--- src/rtl/lcd1602_bus_driver.sv ---
// HD44780-style 16x2 bus driver: power-on wait, four-command init, then forwards
// painter bytes with one E strobe per slot and supplies the painter's slot clock.
module lcd1602_bus_driver #(
  parameter int unsigned CLK_FREQ  = 50_000_000,
  parameter int unsigned SLOT_US   = 16000,
  parameter int unsigned PWR_SLOTS = 3
) (
  input  logic       clk,
  input  logic       reset,
  input  logic       rs_in,
  input  logic       rw_in,
  input  logic [7:0] data_in,
  output logic       clk_16ms,
  output logic       init_done,
  output logic       lcd_rs,
  output logic       lcd_rw,
  output logic [7:0] lcd_data,
  output logic       lcd_en
);

  localparam int unsigned S       = (CLK_FREQ / 1_000_000) * SLOT_US;
  localparam int unsigned SC_W    = $clog2(S);
  localparam int unsigned IDX_MAX = (PWR_SLOTS > 4) ? PWR_SLOTS : 4;
  localparam int unsigned IDX_W   = $clog2(IDX_MAX);

  typedef enum logic [1:0] {
    ST_PWR_WAIT,
    ST_INIT,
    ST_RUN
  } state_e;

  state_e            state_q, state_d;
  logic [SC_W-1:0]   sc_q, sc_d;
  logic [IDX_W-1:0]  idx_q, idx_d;
  logic              pend_q, pend_d;
  logic              lcd_en_q, lcd_en_d;
  logic              lcd_rs_q, lcd_rs_d;
  logic              lcd_rw_q, lcd_rw_d;
  logic [7:0]        lcd_data_q, lcd_data_d;
  logic              clk_16ms_q, clk_16ms_d;
  logic              init_done_q, init_done_d;
  logic              slot_end;
  logic              nop_in;
  logic [7:0]        init_cmd;

  // Function set 8-bit/2-line, display on, entry increment, clear.
  always_comb begin
    init_cmd = 8'h00;
    case (idx_q)
      IDX_W'(0): init_cmd = 8'h38;
      IDX_W'(1): init_cmd = 8'h0C;
      IDX_W'(2): init_cmd = 8'h06;
      IDX_W'(3): init_cmd = 8'h01;
      default:   init_cmd = 8'h00;
    endcase
  end

  always_comb begin
    state_d     = state_q;
    idx_d       = idx_q;
    pend_d      = pend_q;
    lcd_en_d    = lcd_en_q;
    lcd_rs_d    = lcd_rs_q;
    lcd_rw_d    = lcd_rw_q;
    lcd_data_d  = lcd_data_q;
    slot_end    = (sc_q == SC_W'(S - 1));
    nop_in      = !rs_in && !rw_in && (data_in == 8'h00);
    sc_d        = slot_end ? '0 : sc_q + SC_W'(1);

    case (state_q)
      ST_PWR_WAIT: begin
        if (slot_end) begin
          if (idx_q == IDX_W'(PWR_SLOTS - 1)) begin
            state_d = ST_INIT;
            idx_d   = '0;
          end else begin
            idx_d = idx_q + IDX_W'(1);
          end
        end
      end
      ST_INIT: begin
        if (slot_end) begin
          if (idx_q == IDX_W'(3)) begin
            state_d = ST_RUN;
            idx_d   = '0;
          end else begin
            idx_d = idx_q + IDX_W'(1);
          end
        end
      end
      default: ;
    endcase

    // Capture a quarter slot in so the bus settles before E rises.
    if (sc_d == SC_W'(S / 4)) begin
      if (state_q == ST_INIT) begin
        lcd_rs_d   = 1'b0;
        lcd_rw_d   = 1'b0;
        lcd_data_d = init_cmd;
        pend_d     = 1'b1;
      end else if (state_q == ST_RUN && !nop_in) begin
        lcd_rs_d   = rs_in;
        lcd_rw_d   = rw_in;
        lcd_data_d = data_in;
        pend_d     = 1'b1;
      end
    end

    if (pend_q && sc_d == SC_W'(S / 4 + 1)) begin
      lcd_en_d = 1'b1;
    end
    if (sc_d == SC_W'(3 * S / 4)) begin
      lcd_en_d = 1'b0;
      pend_d   = 1'b0;
    end

    clk_16ms_d  = (state_d == ST_RUN) && (sc_d < SC_W'(S / 2));
    init_done_d = (state_d == ST_RUN);
  end

  always_ff @(posedge clk) begin
    if (reset) begin
      state_q     <= ST_PWR_WAIT;
      sc_q        <= '0;
      idx_q       <= '0;
      pend_q      <= 1'b0;
      lcd_en_q    <= 1'b0;
      lcd_rs_q    <= 1'b0;
      lcd_rw_q    <= 1'b0;
      lcd_data_q  <= 8'h00;
      clk_16ms_q  <= 1'b0;
      init_done_q <= 1'b0;
    end else begin
      state_q     <= state_d;
      sc_q        <= sc_d;
      idx_q       <= idx_d;
      pend_q      <= pend_d;
      lcd_en_q    <= lcd_en_d;
      lcd_rs_q    <= lcd_rs_d;
      lcd_rw_q    <= lcd_rw_d;
      lcd_data_q  <= lcd_data_d;
      clk_16ms_q  <= clk_16ms_d;
      init_done_q <= init_done_d;
    end
  end

  assign clk_16ms  = clk_16ms_q;
  assign init_done = init_done_q;
  assign lcd_rs    = lcd_rs_q;
  assign lcd_rw    = lcd_rw_q;
  assign lcd_data  = lcd_data_q;
  assign lcd_en    = lcd_en_q;

endmodule

--- config.mk ---
export PLATFORM = sky130hd
export DESIGN_NAME = lcd1602_bus_driver
export DESIGN_NICKNAME = d
export VERILOG_FILES = /design/src/rtl/lcd1602_bus_driver.sv
export SDC_FILE = /design/constraint.sdc
export NUM_CORES = 1
export LEC_CHECK = 0
export CAP_MARGIN = 15
export CORE_UTILIZATION = 35
export CTS_BUF_LIST = sky130_fd_sc_hd__clkbuf_4 sky130_fd_sc_hd__clkbuf_8
export CTS_CLUSTER_SIZE = 10
export DETAILED_ROUTE_END_ITERATION = 10
export PLACE_DENSITY = 0.52
export SLEW_MARGIN = 10
export SYNTH_ARGS = -nofsm -noshare
export SYNTH_HDL_FRONTEND = slang
export SYNTH_SLANG_ARGS = --single-unit
export TNS_END_PERCENT = 100
--- constraint.sdc ---
create_clock -name clk -period 4.2 [get_ports clk]
set_input_delay 0.84 -clock clk [delete_from_list [all_inputs] [get_ports clk]]
set_output_delay 0.84 -clock clk [all_outputs]
set_load 0.02 [all_outputs]
# Word level (Yosys, flattened, before mapping)
# Index checks and enable logic that the tools add are counted.
# W data, S select, Z words.
# totals
word_cells	61
register_bits	38
in_bits	12
out_inout_bits	13
# op_classes
addsub	2
magnitude_cmp	1
eq_ne	12
muxes	20
reduce_logical	16
# ops
op	count
$eq A20 B18 Y1 const B	2
$eq A20 B20 Y1 const B	2
$pmux W8 S4	1
$add A20 B1 Y20 const B	1
$lt A20 B19 Y1 const B	1
$mux W20	1
$mux W2	8
$mux W8	2
$eq A2 B2 Y1 const B	4
$logic_not A8 Y1	1
$pmux W2 S2	2
$mux W1	6
$logic_and A1 B1 Y1	5
$eq A2 B1 Y1 const B	2
$logic_not A2 Y1	2
$ne A2 B2 Y1 const B	2
$reduce_bool A2 Y1	2
$logic_not A1 Y1	3
$reduce_and A3 Y1	1
$add A2 B1 Y2 const B	1
$reduce_and A2 Y1	1
$reduce_or A2 Y1	1

# Logic depth before layout (Yosys ltp)
# logic_depth
depth_word	7
depth_mapped	10

# Worst setup path after synthesis
# No wires, ideal clock.
# synth_timing
path_kind	register -> register
from	reg sc_q[5]
to	reg lcd_data_q[1], in the netlist lcd_data[1]
arrival_time_ns	2.818
path_buffers	3
required_ns	4.079
stages_incl_launch_ff	11
setup_slack_ns	1.261
cell_sequence	dfxtp_1 buf_2 nand4_2 or3_1 buf_2 o31a_1 a2111oi_4 nand4_2 or3_1 buf_6 mux2_4
# synth_between
elab_chain_cells	4
word_cells_on_any_way	5
classes_between	add/sub: 1; eq/ne: 2; mux: 1; reduce/logical: 1
# synth_lines
element	line_no	source
from (decl)	33	logic [SC_W-1:0] sc_q, sc_d;
from (signal assigned)	124	sc_q <= '0;
from (signal assigned)	135	sc_q <= sc_d;
$add A20 B1 Y20 / $eq A20 B20 Y1 (equally long branches)	68, 66	
$mux W20 *	68	sc_d = slot_end ? '0 : sc_q + SC_W'(1);
$eq A20 B18 Y1 *	95	if (sc_d == SC_W'(S / 4)) begin
$reduce_and A2 Y1 (no line) *	--	
to (signal assigned)	141	lcd_data_q <= lcd_data_d;
to (decl)	39	logic [7:0] lcd_data_q, lcd_data_d;
# Every way passes the cells marked *; elsewhere a longest branch is shown, timed or not.
# A chain may end at the register's enable or synchronous reset.

# Final worst setup path
# layout_timing
from	reg sc_q[0]
to	reg lcd_data_q[0], in the netlist lcd_data[0]
# The elaborated chain is that of the path after synthesis.

==> results_dict.tcl <==
set metrics [dict create \
    grt_pass1_wl_um 9060 \
    route.top_layer_used "met4" \
    gpl.final_weighted_congestion 0.849 \
    final.period_utilization 0.793 \
    path_class "reg -> reg" \
    dr_wl_met3_um 482 \
    async_flop_share 0 \
    layoutNonFillerInstCount 353 \
    final_antenna_net_count 0 \
    path_max_fanout 11 \
    buffer_ports.inserted 24 \
    dr_total_vias 1933 \
    number_of_buffers_between_clock_root_and_the_deepest_sink 2 \
    start_util 0.365 \
    synth.lib_cells_used.distinct 47 \
    ys_warn_count 0 \
    cts_setup_buffers 0 \
    floorplan.io_pins 25 \
    postSynthAreaPerCell_um2 8.38 \
    grt_setup_unrepaired "no" \
    drt_pre_antenna_iters 4 \
    m1_wl_um 2650 \
    coreArea_mm2 0.00592 \
    antenna_cells 0 \
    placed_cells 345 \
    post_synth_edffs 0 \
    synth_nets 275 \
    postcts_resize_cnt 0 \
    gr-total-overflow 0 \
    hold_violations 0 \
    die_span_in_y_um 80.6 \
    ctsRootBufferMaster "sky130_fd_sc_hd__clkbuf_8" \
    drt_first_iter_violations 103 \
    first_global_vias 1857 \
    share_of_layout_cells_above_drive_strength_1 0.0827 \
    vdd_drop_max_v 0.000139 \
    min_period_ns 3.33 \
    vias_per_inst 5.48 \
    die_area_mm2 0.00649 \
    initial_antenna_violation_count 0 \
    setup.worst_path.start_class "flop" \
    cellLeakagePower_nw 0.908 \
    finalSetupViolations 0 \
    post-route-util 0.432 \
    cts_hold_repair.buffers 0 \
    numCtsBuffers 5 \
    routed_wirelength_normalized_by_instance_count_um 15.5 \
    die_w_um 80.6 \
    design.final.nets 294 \
    met2RoutedLength_um 2260 \
    tritoncts "yes" \
    maximum_number_of_pins_on_one_net_before_global_route_repair 25 \
    max_slew.worst_pin.slew_ns 0.750 \
    run_status "finished clean" \
    data_required_time_of_the_critical_path_ns 4.38 \
    overall_routed_net_length_um 5490 \
    total_of_flip_flops_plus_latches_after_synthesis 38 \
    hold_path.class "reg -> reg" \
    clock_slew_at_reported_path_ffs_ns 0.07 \
    detail_route.drc_violations 0 \
    synthToLayoutAreaGrowth_pct 18.4 \
    dp.final_hpwl_um 3960 \
    syn-instance-count 258 \
    pwr_density_cell_mw_per_mm2 278 \
    reported_max_cap_violation_count 0 \
    worstPathArrival_ns 3.51 \
    ys.flop_type "sky130_fd_sc_hd__dfxtp_1" \
    slew_headroom 0.495 \
    yosysSeqAreaShare 0.352 \
    cts_max_level 2 \
    timing.final.max_slew_violations 0 \
    syn-cell-area_mm2 0.00216 \
    cts_sinks 38 \
    final.setup.tns_ns 0 \
    globalRouteTotalUtil 0.185 \
    clkLatencyLatePin_ns 0.30 \
    finClkSkew_ns 0.0116 \
    fmaxAchievable_ghz 0.300 \
    crit_path_end_kind "flop" \
    placementRows 28 \
]
[state kept, by name, summed over array words and instances, names as in the netlist]
signal / count
clk_16ms: 1
idx_q: 2
init_done: 1
lcd_data: 8
lcd_en: 1
lcd_rs: 1
lcd_rw: 1
pend_q: 1
sc_q: 20
state_q: 2
[path summary, 6_finish.rpt]
check / from / to / slack [ns] / depth (start not counted)
worst max register to register: sc_q[0] / lcd_data[0] / 0.87 / 8
worst min-delay path: pend_q / pend_q / 0.46 / 2
worst min register to register: pend_q / pend_q / 0.46 / 2
worst max-delay path: sc_q[0] / lcd_data[0] / 0.87 / 8
[where the power goes]
| part | leakage [nW] | switching, mW | internal, mW | total, mW |
|---|---|---|---|---|
| Sequential | 0.307 | 0.00325 | 0.362 | 0.366 |
| Combinational | 0.543 | 0.0185 | 0.0164 | 0.0349 |
| Clock | 0.0579 | 0.136 | 0.175 | 0.311 |
[synthesized netlist by cell type (all sizes together) (5+ instances only)]
cell type,n,share of area
and3,5,0.014
a31oi,5,0.014
dfxtp,38,0.35
xor2,5,0.020
nor2b,9,0.026
nand2,17,0.030
nand4,8,0.029
and4,5,0.020
inv,5,0.0087
xnor2,13,0.053
buf,6,0.016
nand3,15,0.035
a21oi,13,0.030
ha,5,0.029
nor3,10,0.023
nor4,11,0.032
clkbuf,9,0.016
nor2,33,0.057
mux2,8,0.050
a31o,5,0.020
[critical path, stage by stage, from the launching register on]
cell,delay [ns]
sky130_fd_sc_hd__dfxtp_1,0.43
sky130_fd_sc_hd__ha_1,0.29
sky130_fd_sc_hd__and4_1,0.30
sky130_fd_sc_hd__nand3_1,0.16
sky130_fd_sc_hd__or3_1,0.40
sky130_fd_sc_hd__a2111oi_4,0.40
sky130_fd_sc_hd__nand4_2,0.21
sky130_fd_sc_hd__or3_1,0.65
sky130_fd_sc_hd__mux2_1,0.39
[cell type report]
cell class / count / area (um^2)
flip-flops and latches: 38 / 761
inverters: 5 / 18.8
repair buffers: 27 / 263
clock buffers: 5 / 68.8
well taps: 75 / 93.8
multi-input cells: 200 / 1310
fillers: 572 / 3360
clock inverters: 3 / 40.0
[through the flow]
stage	power [mW]	hold slack, ns	instance area, um^2	setup slack, ns
after floorplan	0.390	0.431	2160	1.26
after global placement	0.410	0.446	2450	0.933
after detailed placement	0.408	0.456	2450	0.894
after CTS	0.719	0.467	2560	0.856
after global routing	0.741	0.508	2560	0.643
final	0.711	0.463	2560	0.870
[cells by family after synthesis]
family / count (synthesis) / synth area share
muxes: 8 / 0.0504
xor gates and xnor gates: 18 / 0.0730
buffers and inverters: 20 / 0.0405
and+or+nand+nor: 128 / 0.317
DFF: 38 / 0.352
AOI/OAI and AO/OA: 41 / 0.138
adders and majority gates: 5 / 0.0290
[layer usage]
metal,GRT usage,vias up
met5,0,-
met1,0.256,880
li1,-,968
met2,0.260,75
met3,0.0500,10
met4,0.0857,0
[cell usage in the layout, fill, tap and decap left out, drive strengths merged, types with 8 or more instances in the layout]
cell	instances
nand4	8
nor2b	9
xnor2	13
mux2	8
nand3	15
dfxtp	38
nor4	11
nand2	17
nor2	33
nor3	10
clkdlybuf4s50	24
a21oi	13
Power figures use the tool's default switching activity.
